**src/rtl/pipe_shifter.sv**
```systemverilog
// Two-stage pipelined SLL/SRL/SRA/ROTR unit with valid/ready and flush.
// Stage 1 shifts by the high shamt bits, stage 2 by the low bits.
module pipe_shifter #(
  parameter int WIDTH   = 32,
  parameter int SHAMT_W = 5,
  parameter int LO_BITS = 2
) (
  input  logic               clk,
  input  logic               rst,
  input  logic               flush,
  input  logic               in_valid,
  output logic               in_ready,
  input  logic [WIDTH-1:0]   in_data,
  input  logic [SHAMT_W-1:0] in_shamt,
  input  logic [1:0]         in_op,
  output logic               out_valid,
  input  logic               out_ready,
  output logic [WIDTH-1:0]   out_data
);

  localparam int HI_W = SHAMT_W - LO_BITS;

  // SRA fills from the carried sign so stage 2 stays correct after stage 1
  function automatic logic [WIDTH-1:0] f_shift(
    input logic [WIDTH-1:0]   d,
    input logic [SHAMT_W-1:0] sh,
    input logic [1:0]         op,
    input logic               sgn
  );
    logic [WIDTH-1:0] r;
    unique case (op)
      2'b00:   r = d << sh;
      2'b01:   r = d >> sh;
      2'b10:   r = WIDTH'($signed({sgn, d}) >>> sh);
      default: r = WIDTH'({d, d} >> sh);
    endcase
    return r;
  endfunction

  logic               r_s1_valid;
  logic [WIDTH-1:0]   r_s1_data;
  logic [LO_BITS-1:0] r_s1_lo;
  logic [1:0]         r_s1_op;
  logic               r_s1_sign;
  logic               r_s2_valid;
  logic [WIDTH-1:0]   r_s2_data;

  logic               w_s2_adv;
  logic               w_s1_adv;
  logic               w_acc;
  logic [SHAMT_W-1:0] w_hi_sh;
  logic [SHAMT_W-1:0] w_lo_sh;
  logic [WIDTH-1:0]   w_s1_res;
  logic [WIDTH-1:0]   w_s2_res;

  assign w_s2_adv = !r_s2_valid || out_ready;
  assign w_s1_adv = !r_s1_valid || w_s2_adv;
  assign in_ready = w_s1_adv && !flush && !rst;
  assign w_acc    = in_valid && in_ready;

  assign w_hi_sh = {in_shamt[SHAMT_W-1:LO_BITS], {LO_BITS{1'b0}}};
  assign w_lo_sh = {{HI_W{1'b0}}, r_s1_lo};

  assign w_s1_res = f_shift(in_data, w_hi_sh, in_op,
                            in_data[WIDTH-1]);
  assign w_s2_res = f_shift(r_s1_data, w_lo_sh, r_s1_op,
                            r_s1_sign);

  always_ff @(posedge clk) begin
    if (rst) begin
      r_s1_valid <= 1'b0;
      r_s1_data  <= '0;
      r_s1_lo    <= '0;
      r_s1_op    <= '0;
      r_s1_sign  <= 1'b0;
      r_s2_valid <= 1'b0;
      r_s2_data  <= '0;
    end else if (flush) begin
      r_s1_valid <= 1'b0;
      r_s2_valid <= 1'b0;
    end else begin
      if (w_s1_adv) begin
        r_s1_valid <= w_acc;
        if (w_acc) begin
          r_s1_data <= w_s1_res;
          r_s1_lo   <= in_shamt[LO_BITS-1:0];
          r_s1_op   <= in_op;
          r_s1_sign <= in_data[WIDTH-1];
        end
      end
      if (w_s2_adv) begin
        r_s2_valid <= r_s1_valid;
        if (r_s1_valid)
          r_s2_data <= w_s2_res;
      end
    end
  end

  assign out_valid = r_s2_valid;
  assign out_data  = r_s2_data;

endmodule
```
**config.mk**
```make
export PLATFORM = sky130hd
export DESIGN_NAME = pipe_shifter
export DESIGN_NICKNAME = d
export VERILOG_FILES = /design/src/rtl/pipe_shifter.sv
export SDC_FILE = /design/constraint.sdc
export NUM_CORES = 1
export LEC_CHECK = 0
export ABC_AREA = 1
export CORE_ASPECT_RATIO = 0.6
export CORE_UTILIZATION = 30
export DETAILED_ROUTE_END_ITERATION = 10
export DONT_BUFFER_PORTS = 1
export PLACE_DENSITY = 0.5
export SYNTH_ARGS = -nofsm -noshare
export SYNTH_HDL_FRONTEND = slang
export SYNTH_SLANG_ARGS = --single-unit
```
**constraint.sdc**
```tcl
create_clock -name clk -period 1.8 [get_ports clk]
set_input_delay 0.36 -clock clk [delete_from_list [all_inputs] [get_ports clk]]
set_output_delay 0.36 -clock clk [all_outputs]
set_load 0.05 [all_outputs]
```
==> run metrics, run 1 <==
status=complete, no violations; met2 WL=8.954 mm; largest net degree at the start of global routing=87; drt drc=0; Achievable Freq=0.6076 GHz; via/cell ratio=5.340; syn nets=1213; Slew Limit Fails=0; Fill cells=2304; total wire length=23.38 mm; CTS buffer count=9; routed length per instance=16.50 µm; Critical Path Most Common Cell=nor2_1; routed wl met3=2.189 mm; number of gates resized after CTS=0; initial antenna violation count=0; total negative setup slack=0 ns; Synth Register Bits=71; DRT Pass-1 Iters=8; GPL Wtd Cong=0.9243; GRT overflow=0; count of different cell masters after synthesis=27; # port buffers=0; layout cell share with drive strength beyond 1=6.643%; starting density of the core=30.95%; worst reg-to-reg setup slack=0.15 ns; I/O pins=78; main area contributors after synthesis=nand2_1 28%, dfxtp_1 23%, nand3_1 15%; Max clock buf depth=2; Reg clk slew, reported paths=0.06 ns; most frequent cells in the layout=468 x nand2_1, 193 x nand3_1, 135 x o21ai_0, 95 x a21oi_1, 69 x dfxtp_1; max layer used=met4; first-pass GRT wire length=37.40 mm; maximum vdd drop=0.0004103 V; Crit-path slowest cell=nor2_2; r2r worst-path depth=8; measured slew at the worst slew-check pin=0.5476 ns; Area Growth Syn to Fin=10.64%; Worst R2R Start=out_valid; final hold vios=0; Setup Skew=0.007380 ns; hold_sp=rst; RSZ-0062 raised after global routing=false; max_slew headroom=63.44%; post-synth top area share=28.07%; total power density per cell area=694.0 mW/mm²; Post-CTS Setup Bufs=0; vias in the first global route=6829; Leak Pwr=3.022 nW; n_diodes=0; final-stage net count=1183; core area=0.02022 mm²; CP Data Required Time=2.03 ns; Yosys top cell by area=nand2_1; hold path cells=1; Overall Global Routing Usage=22.11%; Max stage delay on crit path=0.32 ns; Iteration-0 DRC Markers=793; routed via count=7567; clk_lat worst skew=0.34 ns; Data arrival, critical path=1.87 ns; Synth Cell Area=0.006257 mm²; Final ANT Viol Nets=0; Setup Crit Path Kind=register to register; Seq/Total Area, Yosys=22.72%; Max Cap Violations=0; Syn. warnings=0; most common cell after layout, fill and taps aside=nand2_1; Die Y=113.9 µm; syn avg cell area=5.353 µm²; Startpoint Class=register; reg2reg end=r_s1_data[30]; count of final setup violators=0; Cell Chain, Critical Path=inv_1 > nor2_1 > nand2_1 > nand3_2 > nor2_2 > clkinv_2 > nor2_1 > a21oi_1; Tcrit/Tclk final=91.44%; Hold Slack=0.08147 ns; Site Rows=40; die width=188.4 µm; CTS root buffer=clkbuf_16; CTS tree=yes; DP HPWL=18.28 mm; critical path fanouts, max=8; CTS Sinks=71; Worst Hold Class=input pin to register; Crit. End Element=register; htree depth=3; WHS Endpoint=out_data[30]; final worst path period need=1.646 ns; M1 WL=11.92 mm; Die Area=0.02146 mm²; quantity of hold-fixing buffers added after cts=0; Syn Inst Count=1169
[how the worst max path moves through the flow]
stage / slack, ns / end / from
floorplan: 0.12 / out_data[29] / out_valid
global placement: 0.23 / r_s1_data[25] / in_shamt[3]
detailed placement: 0.19 / r_s1_data[30] / flush
CTS: 0.17 / in_ready / out_valid
global route: 0.05 / r_s1_data[30] / out_valid
finish: 0.15 / r_s1_data[30] / out_valid
[cells in the mapped netlist (all sizes together)]
cell type,n
a21oi,96
nand2,469
o211ai,4
dfxtp,71
clkinv,2
and2,1
a31oi,3
clkbuf,36
inv,61
nand4,2
o21a,1
nand3,194
buf,42
o221ai,2
o21ai,138
nor2,47
[layer usage]
layer / up-vias / GRT usage (%)
met4: 0 / 4.247
met3: 32 / 5.908
li1: 3787 / -
met2: 323 / 30.15
met1: 3425 / 33.92
met5: - / 0
[worst max-delay path: cells and delay by family (launching register included)]
kind            cells  cell delay [ns]
simple gates        5             0.86
flops               1             0.31
buf+inv             2             0.29
compound gates      1             0.08
[sequential cells by signal, indices dropped and copies added (netlist names)]
name	flops
r_s1_data	32
out_valid	1
r_s1_lo	2
r_s1_valid	1
out_data	32
r_s1_op	2
r_s1_sign	1
[report_power, final]
part	switching [mW]	leakage (nW)	internal [mW]	total [mW]
combinational	0.792	2.29	0.373	1.16
clock	0.687	0.156	1.25	1.94
sequential	0.0784	0.578	1.62	1.70
[metrics by stage]
| stage | area [µm²] | setup slack, ns | util (%) | total power, mW | std cells |
|---|---|---|---|---|---|
| floorplan | 6257 | 0.1221 | - | 2.592 | 1169 |
| global placement | 6599 | 0.2269 | 32.64 | 2.886 | 1401 |
| detailed placement | 6599 | 0.1859 | 32.64 | 2.876 | 1401 |
| CTS | 6923 | 0.1704 | 34.24 | 4.832 | 1417 |
| global route | 6923 | 0.04792 | 34.24 | 5.078 | 1417 |
| finish | 6923 | 0.1541 | 34.24 | 4.805 | 1417 |
[layout make-up]
class                           instances  area (µm²)  share of cell area [%]
Clock buffer                           11       242.7                   3.506
Timing Repair Buffer                   37       365.4                   5.277
Clock inverter                          5       81.33                   1.175
Multi-Input combinational cell        957        4230                   61.11
Inverter                               63       237.7                   3.434
Tap cell                              273       341.6                   4.934
Sequential cell                        71        1424                   20.57
[cell families (layout without fill, tap and decap cells)]
group | after synthesis | after routing | share of synthesized area, %
buffers and inverters | 141 | 116 | 9.718
and+or+nand+nor | 713 | 713 | 47.61
DFF | 71 | 71 | 22.72
AOI/OAI and AO/OA | 244 | 244 | 19.96
No activity file was read; power rests on OpenSTA's default activity.
==> run 2, diff against run 1 <==
--- a/config.mk
+++ b/config.mk
@@ -6,11 +6,10 @@
 export NUM_CORES = 1
 export LEC_CHECK = 0
 export ABC_AREA = 1
-export CORE_ASPECT_RATIO = 0.6
-export CORE_UTILIZATION = 30
+export CORE_UTILIZATION = 40
 export DETAILED_ROUTE_END_ITERATION = 10
 export DONT_BUFFER_PORTS = 1
-export PLACE_DENSITY = 0.5
+export PLACE_DENSITY = 0.6
 export SYNTH_ARGS = -nofsm -noshare
 export SYNTH_HDL_FRONTEND = slang
 export SYNTH_SLANG_ARGS = --single-unit
==> run 2 against run 1 <==
- sequential cell count unchanged
- clock skew grew 0.0030 ns
- combinational power about the same
- cell count down 4.1%
- routed wire length fell by 10%
- maximum frequency is essentially flat
- total power rose by 1.6%
==> run metrics, run 2 (same netlist as run 1, synthesis figures left out) <==
reg2reg end=r_s1_data[30] (unchanged); Iteration-0 DRC Markers=884 (was 793); routed via count=7538 (was 7567); hold_sp=rst (unchanged); final-stage net count=1187 (was 1183); htree depth=3 (unchanged); hold path cells=1 (unchanged); vias in the first global route=6612 (was 6829); DP HPWL=16.05 mm (was 18.28 mm); Worst R2R Start=out_valid (unchanged); GRT overflow=0 (unchanged); Max clock buf depth=2 (unchanged); CTS tree=yes (unchanged); first-pass GRT wire length=34.06 mm (was 37.40 mm); worst setup margin=0.1533 ns (was 0.1541 ns); Data arrival, critical path=1.29 ns (was 1.87 ns); layout cell share with drive strength beyond 1=7.056% (was 6.643%); CTS root buffer=clkbuf_16 (unchanged); Reg clk slew, reported paths=0.06 ns (about the same); Final ANT Viol Nets=0 (unchanged); initial antenna violation count=0 (unchanged); GPL Wtd Cong=0.9644 (was 0.9243); Final Non-Filler Cells=1359 (was 1417); Crit. End Element=output port (was register); quantity of hold-fixing buffers added after cts=0 (unchanged); drt drc=0 (unchanged); via/cell ratio=5.547 (was 5.340); critical path fanouts, max=3 (was 8); placed insts=1343 (was 1401); Max stage delay on crit path=0.32 ns (about the same); Max Cap Violations=0 (unchanged); I/O pins=78 (unchanged); Startpoint Class=register (unchanged); final worst path period need=1.647 ns (was 1.646 ns); Area Growth Syn to Fin=10.30% (was 10.64%); clk_lat worst skew=0.35 ns (was 0.34 ns); total wire length=21.06 mm (was 23.38 mm); most common cell after layout, fill and taps aside=nand2_1 (unchanged); total power=4.880 mW (was 4.805 mW); Overall Global Routing Usage=26.65% (was 22.11%); CP Data Required Time=1.44 ns (was 2.03 ns); Site Rows=45 (was 40); die width=127.1 µm (was 188.4 µm); WHS Endpoint=r_s1_data[7] (was out_data[30]); Slew Limit Fails=0 (unchanged); Setup Skew=0.01039 ns (was 0.007380 ns); count of final setup violators=0 (unchanged); CTS Sinks=71 (unchanged); Top delay family on crit path=simple AND/OR/NAND/NOR gates (unchanged); total power density per cell area=707.1 mW/mm² (was 694.0 mW/mm²); Die Area=0.01615 mm² (was 0.02146 mm²); r2r worst-path depth=9 (was 8); DRT Pass-1 Iters=7 (was 8); placed instance area=0.006551 mm² (was 0.006599 mm²); max_slew headroom=61.87% (was 63.44%); post-layout util=45.23% (was 34.24%); finished layout cell area=0.006902 mm² (was 0.006923 mm²); final hold vios=0 (unchanged); worst reg-to-reg setup slack=0.21 ns (was 0.15 ns); routed length per instance=15.49 µm (was 16.50 µm); Worst setup startpoint=out_valid (unchanged); Setup Crit Path Kind=register to output port (was register to register); Crit-path slowest cell=dfxtp_1 (was nor2_2); # port buffers=0 (unchanged); Achievable Freq=0.6073 GHz (was 0.6076 GHz); Cell Chain, Critical Path=inv_1 > nor2_1 > nand2_1 > nand2_1 > inv_1 (was inv_1 > nor2_1 > nand2_1 > nand3_2 > nor2_2 > clkinv_2 > nor2_1 > a21oi_1); Hold Slack=0.07980 ns (was 0.08147 ns); Worst Path Buf+Inv=2 (unchanged); largest net degree at the start of global routing=63 (was 87); Die Y=127.1 µm (was 113.9 µm); Leak Pwr=3.058 nW (was 3.022 nW); measured slew at the worst slew-check pin=0.5720 ns (was 0.5476 ns); n_diodes=0 (unchanged); Tcrit/Tclk final=91.48% (was 91.44%); most frequent cells in the layout=468 x nand2_1, 193 x nand3_1, 135 x o21ai_0, 95 x a21oi_1, 69 x dfxtp_1 (unchanged); core area=0.01526 mm² (was 0.02022 mm²); maximum vdd drop=0.0004686 V (was 0.0004103 V); Worst Hold Class=input pin to register (unchanged); starting density of the core=41.01% (was 30.95%); total negative setup slack=0 ns (unchanged); status=complete, no violations (unchanged); RSZ-0062 raised after global routing=false (unchanged); CTS buffer count=9 (unchanged); setup slack after placement=0.1829 ns (was 0.1859 ns)
## run 2: cell types whose count changed in the layout (fill, tap and decap cells not counted)
cell      change
clkbuf_1      -1
nand3_4       +1
clkinv_2      -1
clkbuf_8      +2
buf_4         +4
nand3_2       -1
## run 2: final cells by class
cell class                      count  area (µm²)
Fill cell                        1666        8357
Multi-Input combinational cell    957        4238
Sequential cell                    71        1424
Timing Repair Buffer               41       395.4
Clock buffer                       12       266.5
Tap cell                          211       264.0
Inverter                           63       237.7
Clock inverter                      4       76.32
## run 2: how the worst max path moves through the flow
stage | cells past startpoint | to | slack (ns)
after floorplan | 8 | out_data[29] | 0.12
after global placement | 7 | r_s1_data[28] | 0.20
after detailed placement | 8 | r_s1_data[29] | 0.18
after CTS | 9 | r_s1_data[22] | 0.18
after global routing | 9 | r_s1_data[22] | 0.02
final | 5 | in_ready | 0.15
## run 2: report_power, final
part           total [mW]  switching (mW)  internal, mW
Combinational        1.14           0.759         0.381
Clock                2.04           0.708          1.33
Sequential           1.70          0.0788          1.62
Total                4.88            1.55          3.33
## run 2: worst reg2reg max path, stage by stage, from the launching register on
cell and delay, ns:
dfxtp_1 0.31, inv_1 0.05, nor2_1 0.05, nand2_1 0.14, nand3_4 0.15, buf_4 0.20
nor2_2 0.19, clkinv_2 0.16, nor2_1 0.15, a21oi_1 0.08
## run 2: layer usage
layer	share of wire (%)	track usage, %
met1	45	36.35
met2	43	40.47
met3	8.3	5.863
met4	3.5	11.20
met5	0	0
## run 2: what timing repair did
| item | in CTS | in global routing |
|---|---|---|
| buffers inserted | 0 | 0 |
| resized for setup | 0 | 1 |
| endpoints found under the setup margin | 0 | 5 |
